===== src/rtl/conv_sched_if.sv =====
// Handshake and status bundle between the layer sequencer and its surroundings
// (host control, weight-load controller, convolution pipeline).
interface conv_sched_if #(
  parameter int CH_W  = 8,
  parameter int GRP_W = 8
);
  logic             start;
  logic             abort;
  logic [CH_W-1:0]  num_ch;
  logic [GRP_W-1:0] num_grp;
  logic             buffer_ready;
  logic             ch_done;
  logic             init;
  logic             ch_start;
  logic             core_end;
  logic             channel_end;
  logic [CH_W-1:0]  ch_idx;
  logic [GRP_W-1:0] grp_idx;
  logic             busy;
  logic             layer_done;
  logic             cfg_err;

  modport master (
    output start, abort, num_ch, num_grp, buffer_ready, ch_done,
    input  init, ch_start, core_end, channel_end, ch_idx, grp_idx,
           busy, layer_done, cfg_err
  );

  modport slave (
    input  start, abort, num_ch, num_grp, buffer_ready, ch_done,
    output init, ch_start, core_end, channel_end, ch_idx, grp_idx,
           busy, layer_done, cfg_err
  );
endinterface


===== src/rtl/conv_sched.sv =====
// Layer sequencer: kicks the weight load, issues one ch_start per channel plane
// and turns pipeline ch_done pulses into core_end/channel_end/layer_done.
module conv_sched #(
  parameter int CH_W     = 8,
  parameter int GRP_W    = 8,
  parameter int SWAP_GAP = 2
) (
  input  logic        clk,
  input  logic        rst,
  conv_sched_if.slave bus
);
  typedef enum logic [2:0] {IDLE, WAIT_BUF, ISSUE, RUN, GAP, DONE} state_t;

  localparam logic [3:0] GAP_LAST = 4'(SWAP_GAP - 1);

  state_t           state_q, state_d;
  logic [CH_W-1:0]  ch_idx_q, ch_idx_d, num_ch_q, num_ch_d;
  logic [GRP_W-1:0] grp_idx_q, grp_idx_d, num_grp_q, num_grp_d;
  logic [3:0]       gap_cnt_q, gap_cnt_d;
  logic             init_q, init_d;
  logic             ch_start_q, ch_start_d;
  logic             core_end_q, core_end_d;
  logic             channel_end_q, channel_end_d;
  logic             busy_q, busy_d;
  logic             layer_done_q, layer_done_d;
  logic             cfg_err_q, cfg_err_d;
  logic             ch_last, grp_last;

  assign ch_last  = (ch_idx_q == num_ch_q - CH_W'(1));
  assign grp_last = (grp_idx_q == num_grp_q - GRP_W'(1));

  always_comb begin
    state_d       = state_q;
    ch_idx_d      = ch_idx_q;
    grp_idx_d     = grp_idx_q;
    num_ch_d      = num_ch_q;
    num_grp_d     = num_grp_q;
    gap_cnt_d     = gap_cnt_q;
    init_d        = 1'b0;
    ch_start_d    = 1'b0;
    core_end_d    = 1'b0;
    channel_end_d = 1'b0;
    layer_done_d  = 1'b0;
    busy_d        = busy_q;
    cfg_err_d     = cfg_err_q;
    if (bus.abort) begin
      // abort outranks everything, including a same-cycle start; cfg_err is kept
      state_d   = IDLE;
      busy_d    = 1'b0;
      ch_idx_d  = '0;
      grp_idx_d = '0;
      gap_cnt_d = '0;
    end else begin
      unique case (state_q)
        IDLE: begin
          busy_d = 1'b0;
          if (bus.start) begin
            if ((bus.num_ch != '0) && (bus.num_grp != '0)) begin
              num_ch_d  = bus.num_ch;
              num_grp_d = bus.num_grp;
              ch_idx_d  = '0;
              grp_idx_d = '0;
              cfg_err_d = 1'b0;
              init_d    = 1'b1;
              busy_d    = 1'b1;
              state_d   = WAIT_BUF;
            end else begin
              cfg_err_d = 1'b1;
            end
          end
        end
        WAIT_BUF: if (bus.buffer_ready) state_d = ISSUE;
        ISSUE: begin
          ch_start_d = 1'b1;
          state_d    = RUN;
        end
        RUN: begin
          if (bus.ch_done) begin
            core_end_d = 1'b1;
            if (!ch_last) begin
              ch_idx_d = ch_idx_q + CH_W'(1);
              state_d  = ISSUE;
            end else if (!grp_last) begin
              channel_end_d = 1'b1;
              ch_idx_d      = '0;
              grp_idx_d     = grp_idx_q + GRP_W'(1);
              gap_cnt_d     = '0;
              state_d       = GAP;
            end else begin
              channel_end_d = 1'b1;
              state_d       = DONE;
            end
          end
        end
        // buffer_ready stays high after the first load, so a group swap only
        // needs the fixed latch gap rather than another WAIT_BUF visit
        GAP: begin
          if (gap_cnt_q == GAP_LAST) state_d = ISSUE;
          else gap_cnt_d = gap_cnt_q + 4'd1;
        end
        DONE: begin
          layer_done_d = 1'b1;
          state_d      = IDLE;
        end
        default: state_d = IDLE;
      endcase
    end
  end

  always_ff @(posedge clk or negedge rst) begin
    if (!rst) begin
      state_q       <= IDLE;
      ch_idx_q      <= '0;
      grp_idx_q     <= '0;
      gap_cnt_q     <= '0;
      init_q        <= 1'b0;
      ch_start_q    <= 1'b0;
      core_end_q    <= 1'b0;
      channel_end_q <= 1'b0;
      busy_q        <= 1'b0;
      layer_done_q  <= 1'b0;
      cfg_err_q     <= 1'b0;
    end else begin
      state_q       <= state_d;
      ch_idx_q      <= ch_idx_d;
      grp_idx_q     <= grp_idx_d;
      gap_cnt_q     <= gap_cnt_d;
      init_q        <= init_d;
      ch_start_q    <= ch_start_d;
      core_end_q    <= core_end_d;
      channel_end_q <= channel_end_d;
      busy_q        <= busy_d;
      layer_done_q  <= layer_done_d;
      cfg_err_q     <= cfg_err_d;
    end
  end

  // latched counts are only read while busy, so they need no reset
  always_ff @(posedge clk) begin
    num_ch_q  <= num_ch_d;
    num_grp_q <= num_grp_d;
  end

  assign bus.init        = init_q;
  assign bus.ch_start    = ch_start_q;
  assign bus.core_end    = core_end_q;
  assign bus.channel_end = channel_end_q;
  assign bus.ch_idx      = ch_idx_q;
  assign bus.grp_idx     = grp_idx_q;
  assign bus.busy        = busy_q;
  assign bus.layer_done  = layer_done_q;
  assign bus.cfg_err     = cfg_err_q;
endmodule


===== src/flat_wrapper.sv =====
// flat-port wrapper written by rule: the top's interface ports become plain ports
module conv_sched_flat 
#(
  parameter int CH_W     = 8,
  parameter int GRP_W    = 8,
  parameter int SWAP_GAP = 2
)
  (clk, rst, bus_start, bus_abort, bus_num_ch, bus_num_grp, bus_buffer_ready, bus_ch_done, bus_init, bus_ch_start, bus_core_end, bus_channel_end, bus_ch_idx, bus_grp_idx, bus_busy, bus_layer_done, bus_cfg_err);
  conv_sched_if #(.CH_W(CH_W), .GRP_W(GRP_W)) bus_i ();
  input  logic clk;
  input  logic rst;
  input wire logic [$bits(bus_i.start)-1:0] bus_start;
  input wire logic [$bits(bus_i.abort)-1:0] bus_abort;
  input wire logic [$bits(bus_i.num_ch)-1:0] bus_num_ch;
  input wire logic [$bits(bus_i.num_grp)-1:0] bus_num_grp;
  input wire logic [$bits(bus_i.buffer_ready)-1:0] bus_buffer_ready;
  input wire logic [$bits(bus_i.ch_done)-1:0] bus_ch_done;
  output wire logic [$bits(bus_i.init)-1:0] bus_init;
  output wire logic [$bits(bus_i.ch_start)-1:0] bus_ch_start;
  output wire logic [$bits(bus_i.core_end)-1:0] bus_core_end;
  output wire logic [$bits(bus_i.channel_end)-1:0] bus_channel_end;
  output wire logic [$bits(bus_i.ch_idx)-1:0] bus_ch_idx;
  output wire logic [$bits(bus_i.grp_idx)-1:0] bus_grp_idx;
  output wire logic [$bits(bus_i.busy)-1:0] bus_busy;
  output wire logic [$bits(bus_i.layer_done)-1:0] bus_layer_done;
  output wire logic [$bits(bus_i.cfg_err)-1:0] bus_cfg_err;
  assign bus_i.start = bus_start;
  assign bus_i.abort = bus_abort;
  assign bus_i.num_ch = bus_num_ch;
  assign bus_i.num_grp = bus_num_grp;
  assign bus_i.buffer_ready = bus_buffer_ready;
  assign bus_i.ch_done = bus_ch_done;
  assign bus_init = bus_i.init;
  assign bus_ch_start = bus_i.ch_start;
  assign bus_core_end = bus_i.core_end;
  assign bus_channel_end = bus_i.channel_end;
  assign bus_ch_idx = bus_i.ch_idx;
  assign bus_grp_idx = bus_i.grp_idx;
  assign bus_busy = bus_i.busy;
  assign bus_layer_done = bus_i.layer_done;
  assign bus_cfg_err = bus_i.cfg_err;
  conv_sched #(.CH_W(CH_W), .GRP_W(GRP_W), .SWAP_GAP(SWAP_GAP)) u_core (.clk(clk), .rst(rst), .bus(bus_i));
endmodule

===== config.mk =====
export PLATFORM = sky130hd
export DESIGN_NAME = conv_sched_flat
export DESIGN_NICKNAME = d
export VERILOG_FILES = /design/src/rtl/conv_sched_if.sv /design/src/rtl/conv_sched.sv /design/src/flat_wrapper.sv
export SDC_FILE = /design/constraint.sdc
export NUM_CORES = 1
export LEC_CHECK = 0
export BUFFER_PORTS_ARGS = -buffer_cell sky130_fd_sc_hd__buf_2
export CAP_MARGIN = 20
export CORE_ASPECT_RATIO = 0.6
export CORE_MARGIN = 3
export CORE_UTILIZATION = 51
export DETAILED_ROUTE_END_ITERATION = 16
export PLACE_DENSITY_LB_ADDON = 0.3
export SLEW_MARGIN = 20
export SYNTH_ARGS = -nofsm -noshare
export SYNTH_HDL_FRONTEND = slang
export SYNTH_SLANG_ARGS = --single-unit

===== constraint.sdc =====
create_clock -name clk -period 2.95 [get_ports clk]
set_input_delay 0.1475 -clock clk [delete_from_list [all_inputs] [get_ports clk]]
set_output_delay 0.1475 -clock clk [all_outputs]
set_load 0.03 [all_outputs]

Yosys cells after proc, flatten, opt, wreduce, memory -nomap -nowiden:

Index checks and enable logic that the tools add are counted.

* add/subtract/negate cells: 5
* equality and inequality tests: 17
* muxes and demuxes: 45
* bitwise logic cells: 1
* reduce and logical (&&, ||, !) cells: 13

Operator list (count)
* 8-bit two-way mux: 10
* 8-bit case mux with 2 select lines: 2
* 3-bit two-way mux: 7
* 4-bit two-way mux: 5
* 1-bit two-way mux: 19
* 8-bit by 1-bit adder with 8-bit output (second input constant): 2
* 8-bit equality test: 2
* 8-bit nonzero test: 2
* 8-bit by 1-bit subtractor with 8-bit output (second input constant): 2
* 3-bit inequality test (second input constant): 5
* 3-bit case mux with 5 select lines: 1
* 5-bit AND reduction: 3
* 3-bit by 2-bit inequality test with 1-bit output (second input constant): 3
* 4-bit case mux with 2 select lines: 1
* 3-bit by 2-bit equality test with 1-bit output (second input constant): 2
* 3-bit equality test (second input constant): 2
* 6-bit AND reduction: 1
* 3-bit nonzero test: 2
* 4-bit by 1-bit adder with 4-bit output (second input constant): 1
* 4-bit by 1-bit equality test with 1-bit output (second input constant): 1
* 4-bit inequality test (second input constant): 1
* 4-bit AND reduction: 1
* 3-bit by 1-bit equality test with 1-bit output (second input constant): 1
* 3-bit zero test: 1
* other kinds (4): 4

* register bits: 46
* input port bits: 22
* output and inout port bits: 23
* logic and storage cells: 94

Longest topological paths before layout:

Gate-level depths: netlist of run 1.

* word-level depth: 7
* mapped depth: 10
* gate-level depth less buffers: 9

Worst setup path before layout of run 1:

Ideal clock, no wire load.

* kind: flip-flop to flip-flop
* start point: reg u_core.state_q[2]
* end point: reg u_core.num_ch_q[0], enable pin
* setup time: 433 ps
* arrival time: 2500 ps
* data required time: 2517 ps
* path slack: 17 ps
* stages on the path, launching flop included: 4
* buffers on the path: 1
* clock period less this slack: 2933 ps
* path through: dfrtp_1 -> clkbuf_1 -> or2_2 -> nor4_1

* word-level cells in the longest chain between the ends: 2

Ends and longest elaborated chain
* start, declared: line conv_sched.sv:16 `state_t state_q, state_d;`
* start signal, assigned: line conv_sched.sv:124 `state_q <= state_d;`
* 3-bit zero test: line conv_sched.sv:54 `unique case (state_q)`
* 4-bit AND reduction (no source line)
* end signal, assigned: line conv_sched.sv:140 `num_ch_q <= num_ch_d;`
* end, declared: line conv_sched.sv:17 `logic [CH_W-1:0] ch_idx_q, ch_idx_d, num_ch_q, num_ch_d;`

Every way passes these cells.
A chain may end at the register's enable or synchronous reset.

Worst setup path in the final report of run 1:

* start point: reg u_core.num_grp_q[0]
* end point: reg u_core.grp_idx_q[4], in the netlist u_core.bus.grp_idx[4]

* word-level cells in the longest chain between the ends: 4

Ends and longest elaborated chain
* start, declared: line conv_sched.sv:18 `logic [GRP_W-1:0] grp_idx_q, grp_idx_d, num_grp_q, num_grp_d;`
* start signal, assigned: line conv_sched.sv:141 `num_grp_q <= num_grp_d;`
* 8-bit by 1-bit subtractor with 8-bit output: line conv_sched.sv:30 `assign grp_last = (grp_idx_q == num_grp_q - GRP_W'(1));`
* 8-bit equality test: line conv_sched.sv:30
* 3-bit inequality test (no source line)
* 6-bit AND reduction (no source line)
* end signal, assigned: line conv_sched.sv:126 `grp_idx_q <= grp_idx_d;`
* end, declared: line conv_sched.sv:18

Every way passes these cells.

==> results.json, run 1 <==
{
  "path_class": "reg -> reg",
  "die_width_um": 98.6,
  "fmax_mhz": 359,
  "gp_congestion": 0.877,
  "synth_area_leaders": "dfrtp_1 (29%), edfxtp_1 (18%), xnor2_1 (5.0%)",
  "tightest_slew_ns": 0.700,
  "drive_gt1_share_pct": 21.4,
  "clk_pin_slew_ns": 0.08,
  "grt_util_met2_pct": 29.9,
  "synth-main-ff-cell": "dfrtp_1",
  "grt_max_degree": 31,
  "cts_tree": "done",
  "timing.final.crit_share_pct": 94.5,
  "nNetsFinal": 340,
  "synth_top_area_share_pct": 28.6,
  "rows": 19,
  "start_util_pct": 55.1,
  "via_count": 2262,
  "synth_top_cell_by_area": "dfrtp_1",
  "ir_drop_mv": 0.407,
  "die_height_um": 61.5,
  "use_met1_pct": 34.4,
  "diodes": 0,
  "antenna_found_initial": 0,
  "setup_tns_ns": 0,
  "drt_wl_total_um": 6250,
  "numCtsBuffers": 5,
  "detail_route.wl_per_cell_um": 16.6,
  "final_common_cell": "buf_2",
  "critPathLaunch": "u_core.num_grp_q[0]",
  "grt_pass1_wl_um": 10400,
  "hold_class": "in -> reg",
  "final_hold_viol_count": 0,
  "drv_slew": 0,
  "cp-start-kind": "flop",
  "seq_area_frac_synth_pct": 47.0,
  "drtPass1Iterations": 4,
  "synth_warnings": 0,
  "finalSetupViolCount": 0,
  "yosys.cell_types.count": 59,
  "cts_max_path_buffers": 2,
  "grtUsageMet3_pct": 6.45,
  "cp.arrival_ns": 3.02,
  "max_slew_margin_pct": 53.2,
  "drtIter0Drc": 227,
  "rsz0062_at_grt": "no",
  "max_cap_viol_count": 0,
  "syn_area_um2": 2620,
  "htree_levels": 2,
  "drc": 0,
  "timing.rr.start": "u_core.num_grp_q[0]",
  "layout_common_cells": "buf_2 (44), dfrtp_1 (30), nand2_1 (19)",
  "worstSkewPairLatency_ns": 0.30,
  "synth-async-reset-ratio_pct": 65.2,
  "port_buffers": 44,
  "synth_area_per_cell_um2": 10.0,
  "grt.total_usage_pct": 22.4,
  "min-delay-start": "bus_num_ch[6]",
  "cp_max_fo": 8,
  "power_uw": 1520,
  "cp.required_ns": 3.18,
  "worstSetupEndpointType": "flop",
  "syn-num-nets": 290,
  "cts-root-buf": "clkbuf_8",
  "gr-max-usage-layer": "met1",
  "post_cts_resized": 0,
  "fin_crit_ns": 2.79,
  "status": "finished clean",
  "core_um2": 4750,
  "grt-ovfl-total": 0,
  "syn_to_final_growth_pct": 15.6,
  "clock-sinks": 46,
  "antenna_left": 0,
  "synth-edff-count": 16,
  "grt_pass1_vias": 2031,
  "fillers": 409,
  "finClkSkew_ns": 0.00948,
  "ys_ff_latch": 46,
  "design_area_um2": 3030,
  "syn_inst": 262,
  "placed_cell_area_um2": 2940,
  "ios": 45,
  "die_area_um2": 6060,
  "dpl.hpwl_um": 4820,
  "vias_per_cell": 6.02,
  "cellLeakagePower_uw": 0.00133,
  "utilization_pct": 63.7,
  "power_density_nw_per_um2": 502
}
-- stage by stage --
step	setup WS (ns)	std cells	hold WS [ns]
after floorplan	0.0168	262	-0.148
after global placement	0.271	367	0.223
after detailed placement	0.221	367	0.230
after CTS	0.195	376	0.0263
after global routing	0.0298	376	0.0106
final	0.162	376	0.0300
-- final timing paths --
kind | endpoint | slack (ns) | depth (start not counted)
worst max-delay path | u_core.bus.grp_idx[4] | 0.16 | 7
worst min-delay path | u_core.num_ch_q[6] | 0.03 | 1
worst max register to register | u_core.bus.grp_idx[4] | 0.16 | 7
worst min register to register | u_core.bus.busy | 0.54 | 2
max in group asynchronous | u_core.gap_cnt_q[0] | 2.09 | 2
min in group asynchronous | u_core.bus.ch_idx[5] | 0.42 | 2
-- worst max-delay path, cell delays in order, from the launching register on --
cell      delay, ns
edfxtp_1       0.46
or4_4          0.56
or4b_1         0.48
a21oi_1        0.23
nand4_1        0.25
a21oi_2        0.39
o311ai_0       0.18
o21ai_1        0.17
-- report_power, final --
part           leakage (uW)  switching [uW]  internal [uW]  total [uW]
registers          0.000560            76.4            723         800
clock network     0.0000426             206            163         370
logic              0.000729             225            126         351
total               0.00133             507           1010        1520
-- registers in the layout, indices dropped and copies added, names as in the netlist --
register                flops
u_core.bus.ch_idx           8
u_core.bus.channel_end      1
u_core.state_q              3
u_core.bus.ch_start         1
u_core.bus.layer_done       1
u_core.bus.cfg_err          1
u_core.bus.busy             1
u_core.num_ch_q             8
u_core.num_grp_q            8
u_core.bus.grp_idx          8
u_core.gap_cnt_q            4
u_core.bus.core_end         1
u_core.bus.init             1
-- per-layer routing --
layer | part of all wire, % | vias up
met5 | 0 | -
met4 | 1.5 | 0
met3 | 8.8 | 16
met2 | 39 | 96
met1 | 50 | 1046
li1 | - | 1104
-- synthesized netlist by cell type, types with 3 or more instances --
cell type	n
o21ai_0	11
nor4_1	7
o21ai_1	3
dfrtp_1	30
or4_1	5
o31ai_1	4
and3_1	7
o211ai_1	3
nand3_1	15
a31oi_1	7
nand2_1	19
xor2_1	6
a22o_1	4
nor3_1	5
ha_1	6
xnor2_1	15
o311ai_0	3
clkbuf_1	6
nor2_1	18
nand4_1	9
inv_1	13
edfxtp_1	16
a21oi_1	6
-- repair_timing --
item | CTS | global route
hold buffers | 1 | 0
endpoints found under the hold margin | 30 | 0
endpoints found under the setup margin | 0 | 0
buffers inserted | 0 | 0
-- cell families (layout without fill, tap and decap cells) --
| group | Yosys count | count (layout) | synth area share (%) |
|---|---|---|---|
| DFF | 46 | 46 | 47.0 |
| and+or+nand+nor | 104 | 104 | 21.8 |
| muxes | 2 | 2 | 0.811 |
| buffers and inverters | 21 | 72 | 3.10 |
| adders and majority gates | 6 | 6 | 2.86 |
| xor gates and xnor gates | 22 | 22 | 7.88 |
| AOI/OAI and AO/OA | 61 | 61 | 16.6 |
-- layout make-up --
cell class,count,area (um^2),share of cell area [%]
Clock inverter,2,8.76,0.289
Sequential cell,46,1230,40.6
Clock buffer,6,72.6,2.39
Inverter,13,48.8,1.61
Timing Repair Buffer,51,275,9.08
Tap cell,63,78.8,2.60
Multi-Input combinational cell,195,1320,43.4
Note: power is estimated with default switching activity, not from simulation.
==> inputs of run 2 (changes only) <==
--- a/config.mk
+++ b/config.mk
@@ -9,7 +9,8 @@
 export CAP_MARGIN = 20
 export CORE_ASPECT_RATIO = 0.6
 export CORE_MARGIN = 3
-export CORE_UTILIZATION = 51
+export CORE_UTILIZATION = 35
+export CTS_CLUSTER_SIZE = 12
 export DETAILED_ROUTE_END_ITERATION = 16
 export PLACE_DENSITY_LB_ADDON = 0.3
 export SLEW_MARGIN = 20
==> run 2 against run 1 <==
Combinational power up 7.4%. Design area increased by 5.5%. Global-route usage shrank 5.7 points. Non-clock buffer count increased by 6. Critical path type unchanged. Critical endpoint is now u_core.gap_cnt_q[1].
==> results.json, run 2 (synthesis gave the netlist of run 1 again) <==
{
  "start_util_pct": 37.6,
  "status": "finished clean",
  "worstRegToRegCells": 7,
  "cts_max_path_buffers": 2,
  "hold_depth": 1,
  "tightest_slew_ns": 0.734,
  "critPathLaunch": "u_core.num_grp_q[0]",
  "grt.total_usage_pct": 16.7,
  "dpl.hpwl_um": 5200,
  "via_count": 2303,
  "finalSetupViolCount": 0,
  "drtIter0Drc": 161,
  "cp-start-kind": "flop",
  "hold_class": "in -> reg",
  "syn_to_final_growth_pct": 22.0,
  "htree_levels": 2,
  "drtPass1Iterations": 4,
  "final_common_cell": "buf_2",
  "antenna_found_initial": 0,
  "worst_path_max_delay_cell": "or4_4",
  "core_um2": 6960,
  "numCtsBuffers": 5,
  "worstSkewPairLatency_ns": 0.28,
  "ir_drop_mv": 0.255,
  "cp_max_fo": 8,
  "grt-ovfl-total": 0,
  "vias_per_cell": 5.50,
  "drc": 0,
  "nNetsFinal": 346,
  "clock-sinks": 46,
  "cellLeakagePower_uw": 0.00139,
  "cp.required_ns": 3.12,
  "diodes": 0,
  "drive_gt1_share_pct": 23.2,
  "antenna_left": 0,
  "crit_chain": "or4_4 > or4b_1 > a21oi_2 > and4_4 > nor2_1 > o21ai_2 > mux2_2",
  "worstSetupEndpointType": "flop",
  "max_stage_delay_ns": 0.55,
  "die_width_um": 118,
  "port_buffers": 44,
  "layout_common_cells": "buf_2 (44), dfrtp_1 (30), nand2_1 (19)",
  "fmax_mhz": 352,
  "regToRegSetupSlack_ns": 0.11,
  "finClkSkew_ns": 0.00461,
  "max_slew_margin_pct": 50.9,
  "path_class": "reg -> reg",
  "timing.rr.end": "u_core.gap_cnt_q[1]",
  "placed_cell_area_um2": 3020,
  "die_height_um": 73.0,
  "ios": 45,
  "drt_wl_total_um": 6790,
  "cp.arrival_ns": 3.01,
  "grt_pass1_vias": 2193,
  "drv_slew": 0,
  "grt_pass1_wl_um": 11500,
  "grt_max_degree": 31,
  "final_hold_viol_count": 0,
  "gp_congestion": 0.859,
  "timing.final.crit_share_pct": 96.2,
  "detail_route.wl_per_cell_um": 16.2,
  "critPathCapture": "u_core.gap_cnt_q[1]",
  "clk_pin_slew_ns": 0.06,
  "rows": 23,
  "cts-root-buf": "clkbuf_16",
  "min-delay-start": "bus_num_grp[7]",
  "cts_tree": "done",
  "power_density_nw_per_um2": 542,
  "design_area_um2": 3200,
  "fin_crit_ns": 2.84,
  "max_cap_viol_count": 0,
  "timing.rr.start": "u_core.num_grp_q[0]",
  "die_area_um2": 8600,
  "setup_tns_ns": 0
}
## run 2: cell count changes in the layout (fill, tap and decap cells not counted)
cell and delta:
clkbuf_1 -1, buf_4 +6, clkinv_1 +1, a21oi_1 -1
clkbuf_16 +5, clkinv_2 -1, a21oi_4 +1, clkbuf_8 -4
## run 2: routing by layer
| metal | vias to the layer above | track usage [%] | part of all wire (%) |
|---|---|---|---|
| li1 | 1118 | - | - |
| met1 | 1085 | 26.6 | 55 |
| met2 | 98 | 22.8 | 37 |
| met3 | 2 | 4.18 | 8.4 |
| met4 | 0 | 2.34 | 0.24 |
| met5 | - | 0 | 0 |
## run 2: timing repair
action	4_1_cts	5_1_grt
hold buffers	1	0
buffers inserted	0	2
resized for setup	0	2
hold endpoints to repair	30	0
setup endpoints to repair	0	4
## run 2: worst min-delay path by stage
stage,end
CTS,u_core.num_grp_q[3]
detailed placement,u_core.bus.ch_idx[7]
finish,u_core.num_grp_q[7]
floorplan,u_core.bus.busy
global placement,u_core.bus.ch_idx[0]
global route,u_core.num_grp_q[3]
## run 2: layout make-up
type / instances / area [um^2]
Fill cell: 677 / 3770
Multi-Input combinational cell: 195 / 1330
Sequential cell: 46 / 1230
Timing Repair Buffer: 57 / 320
Clock buffer: 6 / 139
Tap cell: 100 / 125
Inverter: 13 / 48.8
Clock inverter: 2 / 7.51
## run 2: metrics by stage
stage / hold slack (ns) / setup slack (ns) / power [uW] / utilization, % / instances
3_5_place_dp: 0.249 / 0.142 / 1170 / 43.3 / 408
6_report: 0.0559 / 0.111 / 1730 / 45.9 / 419
5_1_grt: 0.0485 / -0.00357 / 1820 / 45.9 / 419
2_1_floorplan: -0.148 / 0.0168 / 1040 / - / 262
3_3_place_gp: 0.247 / 0.211 / 1170 / 43.3 / 408
4_1_cts: 0.0516 / 0.0574 / 1730 / 45.5 / 417
## run 2: power by group
| part | leakage (uW) | internal, uW | switching, uW |
|---|---|---|---|
| Combinational | 0.000761 | 143 | 234 |
| Clock | 0.0000719 | 331 | 229 |
| Sequential | 0.000560 | 724 | 71.2 |
| Total | 0.00139 | 1200 | 535 |
## run 2: worst max-delay path: cells and delay by family (launching register included)
family          cells  cell delay (ns)
compound gates      2             0.44
mux                 1             0.36
simple gates        4             1.47
flops               1             0.45
==> inputs of run 3 (changes only) <==
==> constraint.sdc (replaced) <==
create_clock -name clk -period 2.5 [get_ports clk]
set_input_delay 0.125 -clock clk [delete_from_list [all_inputs] [get_ports clk]]
set_output_delay 0.125 -clock clk [all_outputs]
set_load 0.03 [all_outputs]
==> run 3 against run 2 <==
The run now ends with setup timing left. Sequential cell count stayed put. Sequential share of layout area is 4.4 points lower. Clock skew is 0.0021 ns higher. Critical path depth is 2 higher. First-iteration DRC count stayed put. Die area stayed put. Sequential power is 15% higher. Clock-buffer cell count is 1 lower. Routed wire length is 8.7% higher. Register-to-register slack worse by 0.27 ns. Largest power group unchanged. Highest routed layer unchanged.
==> results.json, run 3 (synthesis gave the netlist of run 1 again) <==
{
  "gr-max-usage-layer": "met1",
  "violations": "setup timing",
  "antenna_found_initial": 0,
  "crit_chain": "or4_4 > or4b_4 > a21oi_2 > nand4_1 > buf_4 > a21oi_2 > buf_6 > o311ai_1 > o21ai_1",
  "nNetsFinal": 381,
  "placed_cell_area_um2": 3260,
  "die_area_um2": 8600,
  "max_slew_margin_pct": 49.0,
  "vias_per_cell": 5.42,
  "drt_wl_total_um": 7380,
  "grt_util_met2_pct": 23.1,
  "cts_max_path_buffers": 2,
  "via_count": 2459,
  "start_util_pct": 37.6,
  "cp.arrival_ns": 2.88,
  "drv_slew": 0,
  "cp.required_ns": 2.72,
  "htree_levels": 2,
  "cp-start-kind": "flop",
  "rows": 23,
  "final_hold_viol_count": 0,
  "drc": 0,
  "cellLeakagePower_uw": 0.00161,
  "core_um2": 6960,
  "syn_to_final_growth_pct": 38.0,
  "die_width_um": 118,
  "grt_pass1_vias": 2212,
  "detail_route.wl_per_cell_um": 16.3,
  "grt_max_degree": 31,
  "crit_top_cell": "a21oi_2",
  "gp_congestion": 0.885,
  "grt-ovfl-total": 0,
  "cts-root-buf": "clkbuf_16",
  "hold_class": "in -> reg",
  "finClkSkew_ns": 0.00672,
  "dpl.hpwl_um": 5430,
  "finalSetupViolCount": 13,
  "cp_max_fo": 8,
  "worstSetupEndpointType": "flop",
  "path_delay_family": "simple AND/OR/NAND/NOR gates",
  "setup_ws_ns": -0.159,
  "utilization_pct": 51.9,
  "use_met1_pct": 27.3,
  "diodes": 0,
  "grtUsageMet3_pct": 3.72,
  "crit_buf_inv": 2,
  "layout_common_cells": "buf_4 (44), buf_2 (44), dfrtp_1 (28)",
  "antenna_left": 0,
  "port_buffers": 44,
  "worstSkewPairLatency_ns": 0.29,
  "grt_pass1_wl_um": 11700,
  "drtPass1Iterations": 4,
  "power_density_nw_per_um2": 623,
  "rsz0062_at_grt": "yes",
  "status": "finished with violations",
  "numCtsBuffers": 5,
  "ir_drop_mv": 0.482,
  "die_height_um": 73.0,
  "design_area_um2": 3620,
  "clk_pin_slew_ns": 0.07,
  "ios": 45,
  "cts_tree": "done",
  "fin_crit_ns": 2.66,
  "timing.final.crit_share_pct": 106,
  "grt.total_usage_pct": 17.3,
  "tightest_slew_ns": 0.763,
  "fmax_mhz": 376,
  "path_class": "reg -> reg",
  "worst_path_max_delay_cell": "or4_4",
  "drive_gt1_share_pct": 35.6,
  "drtIter0Drc": 161,
  "max_stage_delay_ns": 0.56,
  "clock-sinks": 46,
  "max_cap_viol_count": 0
}
[run 3: what timing repair did]
| item | in CTS | in global routing |
|---|---|---|
| gates cloned | 0 | 1 |
| pin swaps | 10 | 21 |
| setup buffers | 3 | 7 |
| setup endpoints to repair | 10 | 20 |
| endpoints found under the hold margin | 30 | 0 |
| resized for setup | 11 | 17 |
| hold buffers | 1 | 0 |
[run 3: worst reg2reg max path: stages, from the launching register on]
cell	delay (ns)
edfxtp_1	0.39
or4_4	0.56
or4b_4	0.50
a21oi_2	0.16
nand4_1	0.22
buf_4	0.23
a21oi_2	0.12
buf_6	0.15
o311ai_1	0.10
o21ai_1	0.16
[run 3: metrics by stage]
| stage | hold WS [ns] | total power, uW | TNS [ns] | setup WS, ns | std cells |
|---|---|---|---|---|---|
| final | 0.0182 | 2250 | -1.16 | -0.159 | 454 |
| after global routing | 0.0142 | 2350 | -2.82 | -0.241 | 454 |
| after CTS | 0.0144 | 2250 | -0.619 | -0.106 | 447 |
| after detailed placement | 0.214 | 1460 | -0.832 | -0.147 | 435 |
| after global placement | 0.214 | 1450 | -0.502 | -0.0878 | 435 |
| after floorplan | -0.171 | 1240 | -0.158 | -0.0480 | 262 |
[run 3: worst paths after layout]
| path | cells after the start | start | slack [ns] | end |
|---|---|---|---|---|
| worst max-delay path | 9 | u_core.num_grp_q[3] | -0.16 | u_core.bus.grp_idx[4] |
| worst min-delay path | 1 | bus_num_ch[4] | 0.02 | u_core.num_ch_q[4] |
| worst max register to register | 9 | u_core.num_grp_q[3] | -0.16 | u_core.bus.grp_idx[4] |
| worst min register to register | 2 | u_core.bus.cfg_err | 0.51 | u_core.bus.cfg_err |
| max in group asynchronous | 2 | rst | 1.58 | u_core.bus.ch_idx[3] |
| min in group asynchronous | 2 | rst | 0.42 | u_core.bus.ch_idx[5] |
[run 3: where the power goes]
part	internal, uW	switching, uW	total (uW)
combinational	233	338	572
clock	468	298	766
sequential	855	59.5	914
total	1560	696	2250
[run 3: layout make-up]
class | count | area, um^2
fillers | 647 | 3350
repair buffers | 92 | 594
clock inverters | 3 | 40.0
clock buffers | 5 | 125
flip-flops and latches | 46 | 1230
well taps | 100 | 125
inverters | 13 | 48.8
multi-input cells | 195 | 1450
[run 3: per-layer routing]
metal  routed length (um)  part of all wire (%)
met5                    0                     0
met4                   36                  0.49
met3                  359                   4.9
met2                 2940                    40
met1                 4050                    55
